===== src/rtl/spi_regbank_pkg.sv =====
// Shared definitions for the SPI/local register bank: grant states and the
// standard register map used by the Raspberry Pi link.
package spi_regbank_pkg;

  typedef enum logic [1:0] {
    IDLE   = 2'd0,
    SPI_RD = 2'd1,
    SPI_WR = 2'd2,
    LOCAL  = 2'd3
  } grant_state_e;

  localparam int REG_TO_PI       = 0;
  localparam int REG_SPEED_FR_RR = 1;
  localparam int REG_SPEED_FL_RL = 2;
  localparam int REG_X_POS       = 3;
  localparam int REG_Y_POS       = 4;
  localparam int REG_THETA       = 5;
  localparam int REG_ACTIONS     = 6;
  localparam int REG_ADV_X       = 7;
  localparam int REG_ADV_Y       = 8;

endpackage


===== src/rtl/spi_regbank_arbiter_rr_arbiter.sv =====
// N_REQ-wide round-robin arbiter: search starts at the pointer, which moves
// to one past the granted index whenever a grant is issued.
module rr_arbiter
  import spi_regbank_pkg::*;
#(
  parameter int N_REQ = 4,
  parameter int IDX_W = $clog2(N_REQ)
) (
  input  logic             clk,
  input  logic             rst_n,
  input  logic [N_REQ-1:0] req_i,
  output logic [N_REQ-1:0] gnt_o,
  output logic [IDX_W-1:0] idx_o,
  output logic             any_o
);

  logic [IDX_W-1:0] ptr_q, ptr_d;

  always_comb begin
    int idx;
    gnt_o = '0;
    idx_o = '0;
    any_o = 1'b0;
    idx   = 0;
    for (int k = 0; k < N_REQ; k++) begin
      idx = int'(ptr_q) + k;
      if (idx >= N_REQ) idx = idx - N_REQ;
      if (!any_o && req_i[idx]) begin
        any_o      = 1'b1;
        gnt_o[idx] = 1'b1;
        idx_o      = IDX_W'(idx);
      end
    end
  end

  always_comb begin
    ptr_d = ptr_q;
    if (any_o) ptr_d = (int'(idx_o) == N_REQ - 1) ? '0 : idx_o + 1'b1;
  end

  always_ff @(posedge clk or negedge rst_n) begin
    if (!rst_n) ptr_q <= '0;
    else        ptr_q <= ptr_d;
  end

endmodule


===== src/rtl/spi_regbank_arbiter.sv =====
// Single-port 2**ADDR_W x DATA_W register bank shared by the SPI link and
// N_REQ local requesters; one access per cycle, SPI read > SPI write > local.
module spi_regbank_arbiter
  import spi_regbank_pkg::*;
#(
  parameter int N_REQ  = 4,
  parameter int ADDR_W = 4,
  parameter int DATA_W = 32
) (
  input  logic                    clk,
  input  logic                    reset_n,
  input  logic                    spi_rd_req,
  input  logic [ADDR_W-1:0]       spi_rd_addr,
  output logic                    spi_rd_valid,
  output logic [DATA_W-1:0]       spi_rd_data,
  input  logic                    spi_wr_req,
  input  logic [ADDR_W-1:0]       spi_wr_addr,
  input  logic [DATA_W-1:0]       spi_wr_data,
  output logic                    spi_ovf,
  input  logic [N_REQ-1:0]        req_valid,
  input  logic [N_REQ-1:0]        req_we,
  input  logic [N_REQ*ADDR_W-1:0] req_addr,
  input  logic [N_REQ*DATA_W-1:0] req_wdata,
  output logic [N_REQ-1:0]        req_ready,
  output logic [N_REQ-1:0]        rsp_valid,
  output logic [DATA_W-1:0]       rsp_rdata
);

  localparam int DEPTH = 1 << ADDR_W;
  localparam int IDX_W = $clog2(N_REQ);

  logic [DATA_W-1:0] bank_q [DEPTH];
  logic              rd_pend_q, wr_pend_q, ovf_q, gnt_we_q;
  logic [ADDR_W-1:0] rd_addr_q, wr_addr_q;
  logic [DATA_W-1:0] wr_data_q, spi_rd_data_q, rsp_rdata_q;
  logic [N_REQ-1:0]  gnt_q;
  grant_state_e      state_q, state_d;

  logic [ADDR_W-1:0] loc_addr  [N_REQ];
  logic [DATA_W-1:0] loc_wdata [N_REQ];

  for (genvar gi = 0; gi < N_REQ; gi++) begin : g_unpack
    assign loc_addr[gi]  = req_addr[gi*ADDR_W +: ADDR_W];
    assign loc_wdata[gi] = req_wdata[gi*DATA_W +: DATA_W];
  end

  // A fresh SPI pulse supersedes a still-pending request of the same type, and
  // any SPI pulse reserves the next cycle so SPI is always ordered ahead of
  // locals arriving alongside it.
  logic rd_go, wr_go, local_ok;
  assign rd_go    = rd_pend_q & ~spi_rd_req;
  assign wr_go    = wr_pend_q & ~spi_wr_req & ~rd_go;
  assign local_ok = ~rd_pend_q & ~wr_pend_q & ~spi_rd_req & ~spi_wr_req;

  logic [N_REQ-1:0] arb_gnt;
  logic [IDX_W-1:0] arb_idx;
  logic             arb_any;

  rr_arbiter #(.N_REQ(N_REQ), .IDX_W(IDX_W)) u_rr (
    .clk   (clk),
    .rst_n (reset_n),
    .req_i (local_ok ? req_valid : '0),
    .gnt_o (arb_gnt),
    .idx_o (arb_idx),
    .any_o (arb_any)
  );

  always_comb begin
    state_d = IDLE;
    if (rd_go)        state_d = SPI_RD;
    else if (wr_go)   state_d = SPI_WR;
    else if (arb_any) state_d = LOCAL;
  end

  always_ff @(posedge clk or negedge reset_n) begin
    if (!reset_n) begin
      for (int i = 0; i < DEPTH; i++) bank_q[i] <= '0;
      state_q       <= IDLE;
      rd_pend_q     <= 1'b0;
      wr_pend_q     <= 1'b0;
      rd_addr_q     <= '0;
      wr_addr_q     <= '0;
      wr_data_q     <= '0;
      ovf_q         <= 1'b0;
      gnt_q         <= '0;
      gnt_we_q      <= 1'b0;
      spi_rd_data_q <= '0;
      rsp_rdata_q   <= '0;
    end else begin
      state_q  <= state_d;
      gnt_q    <= arb_gnt;
      gnt_we_q <= req_we[arb_idx];
      if ((spi_rd_req && rd_pend_q) || (spi_wr_req && wr_pend_q)) ovf_q <= 1'b1;

      if (spi_rd_req) begin
        rd_pend_q <= 1'b1;
        rd_addr_q <= spi_rd_addr;
      end else if (rd_go) begin
        rd_pend_q <= 1'b0;
      end

      if (spi_wr_req) begin
        wr_pend_q <= 1'b1;
        wr_addr_q <= spi_wr_addr;
        wr_data_q <= spi_wr_data;
      end else if (wr_go) begin
        wr_pend_q <= 1'b0;
      end

      case (state_d)
        SPI_RD: spi_rd_data_q <= bank_q[rd_addr_q];
        SPI_WR: bank_q[wr_addr_q] <= wr_data_q;
        LOCAL: begin
          if (req_we[arb_idx]) bank_q[loc_addr[arb_idx]] <= loc_wdata[arb_idx];
          else                 rsp_rdata_q <= bank_q[loc_addr[arb_idx]];
        end
        default: ;
      endcase
    end
  end

  assign req_ready    = arb_gnt;
  assign spi_rd_valid = (state_q == SPI_RD);
  assign spi_rd_data  = spi_rd_data_q;
  assign spi_ovf      = ovf_q;
  assign rsp_valid    = (state_q == LOCAL && !gnt_we_q) ? gnt_q : '0;
  assign rsp_rdata    = rsp_rdata_q;

endmodule


===== config.mk =====
export PLATFORM = sky130hd
export DESIGN_NAME = spi_regbank_arbiter
export DESIGN_NICKNAME = d
export VERILOG_FILES = /design/src/rtl/spi_regbank_pkg.sv /design/src/rtl/spi_regbank_arbiter_rr_arbiter.sv /design/src/rtl/spi_regbank_arbiter.sv
export SDC_FILE = /design/constraint.sdc
export NUM_CORES = 2
export LEC_CHECK = 0
export BUFFER_PORTS_ARGS = -buffer_cell sky130_fd_sc_hd__buf_2
export CORE_UTILIZATION = 55
export CTS_BUF_LIST = sky130_fd_sc_hd__clkbuf_4
export CTS_CLUSTER_SIZE = 28
export DETAILED_ROUTE_END_ITERATION = 6
export PLACE_DENSITY = 0.74
export SYNTH_ARGS = -nofsm -noshare
export SYNTH_HDL_FRONTEND = slang
export SYNTH_HIERARCHICAL = 1
export SYNTH_SLANG_ARGS = --single-unit
export TNS_END_PERCENT = 5

===== constraint.sdc =====
create_clock -name clk -period 5.43 [get_ports clk]
set_input_delay 1.629 -clock clk [delete_from_list [all_inputs] [get_ports clk]]
set_output_delay 1.629 -clock clk [all_outputs]
set_load 0.05 [all_outputs]

# == Word-level counts from Yosys, hierarchy flattened ==
# Index checks and enable logic that the tools add are counted.
# totals
output_inout_bits,74
latchBits,0
rom_bits,0
ram_bits,0
in_bits,196
word_cells,171
ff_bits,628
memories,0
# classes
reduce_logical,22
div_mod_pow,0
mux,68
shifts,0
order_cmp,19
addsub,8
n_bitwise,19
n_mul,0
eq_ne,7
# op_table
op,n
$bwmux 512,2
$pmux 512 s2,1
$mux 512,1
$mux 32,12
$bmux 32 s4,2
$demux 32 s4,2
$ge 32x1->1 const B,4
$lt 32x4->1 const B,4
$ge 32x4->1 const B,3
$sub 32x4->32 const B,3
$bmux 32 s2,1
$mux 4,8
$mux 1,21
$mux 2,8
$ge 5x5->1 const B,3
$not 4->5,3
$logic_and 1x1->1,12
$or 4x4->4,3
$bmux 1 s2,5
$lt 5x1->1 const B,2
$bmux 4 s2,1
$demux 1 s2,4
$add 2x2->3 const B,2
$and 1x1->1,6
15 further kinds,30

# == Logic depth before layout (Yosys ltp) ==
# logic_depth
ltp_word,30
mapped_depth,19
mapped_depth_nobuf,12

# == By module ==
# The synthesis kept the hierarchy.
# modules_own_cells
mod,seq_area_each_um2,area_per_inst_um2,n_inst,cells_per_inst
spi_regbank_arbiter,15665.0,37013.0,1,2999
rr_arbiter,50.0,624.3,1,68

# == Worst setup path before layout ==
# No wires, ideal clock.
# synth_timing
path_kind,input to output
start,input spi_wr_req
end,output req_ready[0]
slack_ns,-0.522
arrival_time_ns,4.323
path_stages,8
n_path_buf,2
required_ns,3.801
cell_sequence,buf_1 -> nor4_1 -> and2_1 -> clkbuf_2 -> mux4_2 -> nor2_1 -> a22oi_1 -> o21ai_0
# synth_via
elab_chain_cells,16
word_cells_on_any_way,31
classes_between,mux: 20; bitwise: 5; reduce/logical: 6
# synth_rtl
item,line,text
"start, declared",spi_regbank_arbiter.sv:16,"input logic spi_wr_req,"
$not 1->1 *,spi_regbank_arbiter.sv:53,assign local_ok = ~rd_pend_q & ~wr_pend_q & ~spi_rd_req & ~spi_wr_req;
$and 1x1->1 *,spi_regbank_arbiter.sv:53,
$mux 4 *,spi_regbank_arbiter.sv:62,".req_i (local_ok ? req_valid : '0),"
$bmux 1 s2,spi_regbank_arbiter_rr_arbiter.sv:28,if (!any_o && req_i[idx]) begin
$mux 1 (implied by the code) (2 in series),spi_regbank_arbiter_rr_arbiter.sv:28,
$mux 1,spi_regbank_arbiter_rr_arbiter.sv:28,
$logic_not 1->1,spi_regbank_arbiter_rr_arbiter.sv:28,
$logic_and 1x1->1,spi_regbank_arbiter_rr_arbiter.sv:28,
$mux 1,spi_regbank_arbiter_rr_arbiter.sv:28,
$logic_not 1->1,spi_regbank_arbiter_rr_arbiter.sv:28,
$logic_and 1x1->1,spi_regbank_arbiter_rr_arbiter.sv:28,
$mux 1,spi_regbank_arbiter_rr_arbiter.sv:28,
$logic_not 1->1,spi_regbank_arbiter_rr_arbiter.sv:28,
$logic_and 1x1->1,spi_regbank_arbiter_rr_arbiter.sv:28,
$mux 4 *,spi_regbank_arbiter_rr_arbiter.sv:28,
"end, declared",spi_regbank_arbiter.sv:24,"output logic [N_REQ-1:0] req_ready,"
# Every way passes the cells marked *; elsewhere a longest branch is shown, timed or not. The select of a mux whose other input is x is not followed.

# == Worst setup path in the final report ==
# layout_timing
start,input spi_rd_req
end,output req_ready[2]
# layout_via
elab_chain_cells,17
word_cells_on_any_way,32
classes_between,mux: 20; bitwise: 6; reduce/logical: 6
# layout_rtl
item,line,text
"start, declared",spi_regbank_arbiter.sv:12,"input logic spi_rd_req,"
$not 1->1 *,spi_regbank_arbiter.sv:53,
$and 1x1->1 * (2 in series),spi_regbank_arbiter.sv:53,
$mux 4 *,spi_regbank_arbiter.sv:62,
$bmux 1 s2,spi_regbank_arbiter_rr_arbiter.sv:28,
$mux 1 (implied by the code) (2 in series),spi_regbank_arbiter_rr_arbiter.sv:28,
$mux 1,spi_regbank_arbiter_rr_arbiter.sv:28,
$logic_not 1->1,spi_regbank_arbiter_rr_arbiter.sv:28,
$logic_and 1x1->1,spi_regbank_arbiter_rr_arbiter.sv:28,
$mux 1,spi_regbank_arbiter_rr_arbiter.sv:28,
$logic_not 1->1,spi_regbank_arbiter_rr_arbiter.sv:28,
$logic_and 1x1->1,spi_regbank_arbiter_rr_arbiter.sv:28,
$mux 1,spi_regbank_arbiter_rr_arbiter.sv:28,
$logic_not 1->1,spi_regbank_arbiter_rr_arbiter.sv:28,
$logic_and 1x1->1,spi_regbank_arbiter_rr_arbiter.sv:28,
$mux 4 *,spi_regbank_arbiter_rr_arbiter.sv:28,
# Marked as above.

==> impl_metrics.json <==
{
  "grtUsageMet1_pct": 51.59,
  "swShare_pct": 40.28,
  "min_period_over_period_pct": 97.43,
  "utilization_pct": 64.38,
  "ys_ff_latch": 628,
  "chipHeight_um": 263.6,
  "finalCriticalPeriod_ns": 5.291,
  "worst_pin_slew_ns": 1.382,
  "grt_util_all_layers_pct": 41.12,
  "p_leak_nw": 20.10,
  "crit_start": "spi_rd_req",
  "reg2reg_depth": 14,
  "fp.dieArea_mm2": 0.06948,
  "cp_slowest_cell": "mux4_2",
  "relSlewSlack_pct": 7.560,
  "syn_area_mm2": 0.03764,
  "start_util_pct": 55.85,
  "startpoint_type": "input pin",
  "clk_path_buf_depth": 3,
  "ys.flop_type": "dfrtp_1",
  "p_int_mw": 9.740,
  "power_density_mw_per_mm2": 375.9,
  "drt_wl_total_um": 143300,
  "boundaryPins": 270,
  "cts_tree": "yes",
  "slowest_delay_ns": 0.47,
  "pre_cts_ws_ns": -0.6958,
  "firstDrtPassIters": 7,
  "grt_antenna_before_repair": 5,
  "endpoint": "req_ready[2]",
  "final_layout_size_suffix_gt1_share_pct": 44.20,
  "numCtsBuffers": 168,
  "drcViolationCount": 2,
  "path_class": "input pin to primary output",
  "grt_use_met3_pct": 15.04,
  "cp_common_cell": "buf_4",
  "hold_path_depth": 1,
  "synth_nets": 3271,
  "pwr-share-clk_pct": 26.9,
  "cp.arrival_ns": 3.66,
  "vias": 32750,
  "dr.first_iter.drc_count": 4667,
  "status": "finished with violations",
  "dpl.hpwl_um": 88180,
  "ctsHoldBuffers": 0,
  "power_switching_mw": 6.569,
  "peakVddDrop_uv": 282.6,
  "antenna_left": 0,
  "pwr-share-comb_pct": 38.2,
  "hold_path.class": "flip-flop to flip-flop",
  "final_nets": 3575,
  "viasPerCell": 7.488,
  "grt.overflow.total": 0,
  "clock_latency_ns": 1.13,
  "synth-warning-count": 6,
  "grt_pass1_wl_um": 212400,
  "core_mm2": 0.06740,
  "worst_slack_ns": 0.1393,
  "busiest_layer": "met2",
  "clkTransAtPathRegs_ns": 0.06,
  "cts_root_buffer": "clkbuf_4",
  "reg2reg_to": "bank_q[146]$_DFFE_PN0P_",
  "grt_pass1_vias": 33730,
  "finalHoldViolations": 0,
  "yosysUniqueCellTypes": 57,
  "violations": "DRC",
  "use_met2_pct": 59.55,
  "fmax_ghz": 0.1890,
  "htree_levels": 4,
  "maxSlewViolCount": 0,
  "finalSetupViolCount": 0,
  "synth_edf_count": 0,
  "worstPathMaxFanout": 10,
  "post_drt_wl_per_cell_um": 32.77,
  "grt_setup_unrepaired": "false",
  "postSynthAreaPerCell_um2": 12.27,
  "endpoint_kind": "primary output",
  "yosysSeqAreaShare_pct": 41.75,
  "io_buffer_count": 269,
  "clock_sinks": 628,
  "die_width_um": 263.6,
  "path_cells": "buf_2 > nor4_4 > and2_2 > buf_4 > mux4_2 > buf_4 > nor2_2 > and2_4 > a22oi_1 > o21ai_1 > buf_4",
  "cp.required_ns": 3.80,
  "r2r_slack_ns": 0.68,
  "maxCapViolCount": 0,
  "async_reset_ff_share_pct": 100.0,
  "synthToLayoutAreaGrowth_pct": 15.28,
  "synthCells": 3067,
  "grt_max_degree": 97,
  "rows": 95,
  "sequentialPowerShare_pct": 34.9,
  "skew_ns": 0.08799,
  "place_congestion": 0.9648
}
[state kept, by name (all words and copies together) (netlist names), named ones only]
register     count
spi_rd_data     32
gnt_we_q         1
bank_q         512
state_q          2
u_rr/ptr_q       1
wr_addr_q        4
rsp_rdata       32
wr_pend_q        1
spi_ovf          1
rd_addr_q        4
wr_data_q       32
rd_pend_q        1
gnt_q            4
[cells in the final DEF (no fill, tap or decap), drive strengths merged, types with 2 or more instances in the layout]
cell / instances
a21o: 3
a21oi: 46
a221o: 2
a221oi: 2
a22oi: 41
and2: 9
buf: 486
bufinv: 3
clkbuf: 252
clkinv: 33
clkinvlp: 3
dfrtp: 628
diode: 8
ha: 8
inv: 7
mux2: 555
mux2i: 357
mux4: 201
nand2: 146
nand2b: 5
nand3: 25
nand3b: 2
nand4: 6
nand4b: 4
nor2: 20
nor2b: 10
nor3: 32
o21ai: 13
o22ai: 544
o2bb2ai: 32
o31ai: 2
or2: 2
[repair_timing]
| action | 4_1_cts | 5_1_grt |
|---|---|---|
| setup endpoints to repair | 4 | 4 |
| gates resized for setup | 2 | 12 |
| setup buffers | 0 | 5 |
| hold endpoints to repair | 0 | 0 |
[power groups by stage]
stage                     combinational (mW)  sequential (mW)  clock [mW]
final                                   6.23             5.69        4.39
after global routing                    6.37             5.73        4.65
after CTS                               6.00             5.67        4.41
after detailed placement                5.99             5.75           0
after global placement                  5.85             5.72           0
after floorplan                         3.49             6.05           0
[per-stage QoR]
stage	cells	power, mW	area (um2)	TNS [ns]	hold slack (ns)
after floorplan	3067	9.547	37640	-0.3926	0.4722
after global placement	4069	11.57	41130	-88.88	0.4859
after detailed placement	4069	11.75	41130	-196.24	0.4901
after CTS	4361	16.08	43300	0	0.5086
after global routing	4370	16.75	43380	0	0.5325
final	4374	16.31	43390	0	0.5035
[how the worst min path moves through the flow]
stage                                     start                     endpoint
finish              spi_rd_data[10]$_DFFE_PN0N_  spi_rd_data[10]$_DFFE_PN0N_
global route        spi_rd_data[20]$_DFFE_PN0N_  spi_rd_data[20]$_DFFE_PN0N_
CTS                 spi_rd_data[20]$_DFFE_PN0N_  spi_rd_data[20]$_DFFE_PN0N_
detailed placement  spi_rd_data[29]$_DFFE_PN0N_  spi_rd_data[29]$_DFFE_PN0N_
global placement        bank_q[171]$_DFFE_PN0P_      bank_q[171]$_DFFE_PN0P_
floorplan               bank_q[192]$_DFFE_PN0P_      bank_q[192]$_DFFE_PN0P_
[synthesized netlist by cell type (all sizes together), types with 2 or more instances]
master   instances  area (um2)
and2             9       56.30
o22ai          544        3403
a21o             3       22.52
nand2b           5       31.28
mux2i          357        3573
o21ai           13       83.83
nor3            32       160.2
a22oi           41       307.8
a221oi           2       17.52
o31ai            2       15.01
dfrtp          628       15720
a21oi           46       282.8
nand3           25       125.1
inv              5       18.77
nand4            6       37.54
nor2b           10       70.06
nand4b           4       56.30
nand3b           2       15.01
nor2            20       92.59
mux2           555        6250
nand2          146       548.0
o2bb2ai         32       280.3
or2              2       12.52
mux4           201        4527
clkbuf         179       673.1
ha               8       100.1
a221o            2       20.02
buf            174        1018
[cells by family (layout without fill, tap and decap cells)]
family	Yosys count	count (layout)	synth area share [%]
multiplexers	1113	1113	38.13
AO/OA/AOI/OAI	689	689	11.87
flip-flops	628	628	41.75
buffers and inverters	358	784	4.544
AND/OR/NAND/NOR	269	269	3.388
adder cells (fa/ha/maj)	8	8	0.2660
XOR/XNOR	2	2	0.04655
other	0	8	0
[final cells by class]
type | count | area (um2)
multi-input cells | 2081 | 20420
repair buffers | 487 | 3943
clock inverters | 41 | 276.5
flip-flops and latches | 628 | 15730
fillers | 4991 | 24010
diodes | 8 | 20.02
well taps | 873 | 1092
inverters | 5 | 20.02
clock buffers | 251 | 1884
[layer usage]
metal	vias up	wire length, um
li1	12730	-
met4	4	10760
met2	2886	62340
met3	852	20750
met5	-	31
met1	16280	49450
[critical path: cells and delay by family]
kind	cells	cell delay [ns]
buffers and inverters	4	0.72
AND/OR/NAND/NOR	4	0.64
multiplexers	1	0.47
AO/OA/AOI/OAI	2	0.20
Note: power is estimated with default switching activity, not from simulation.
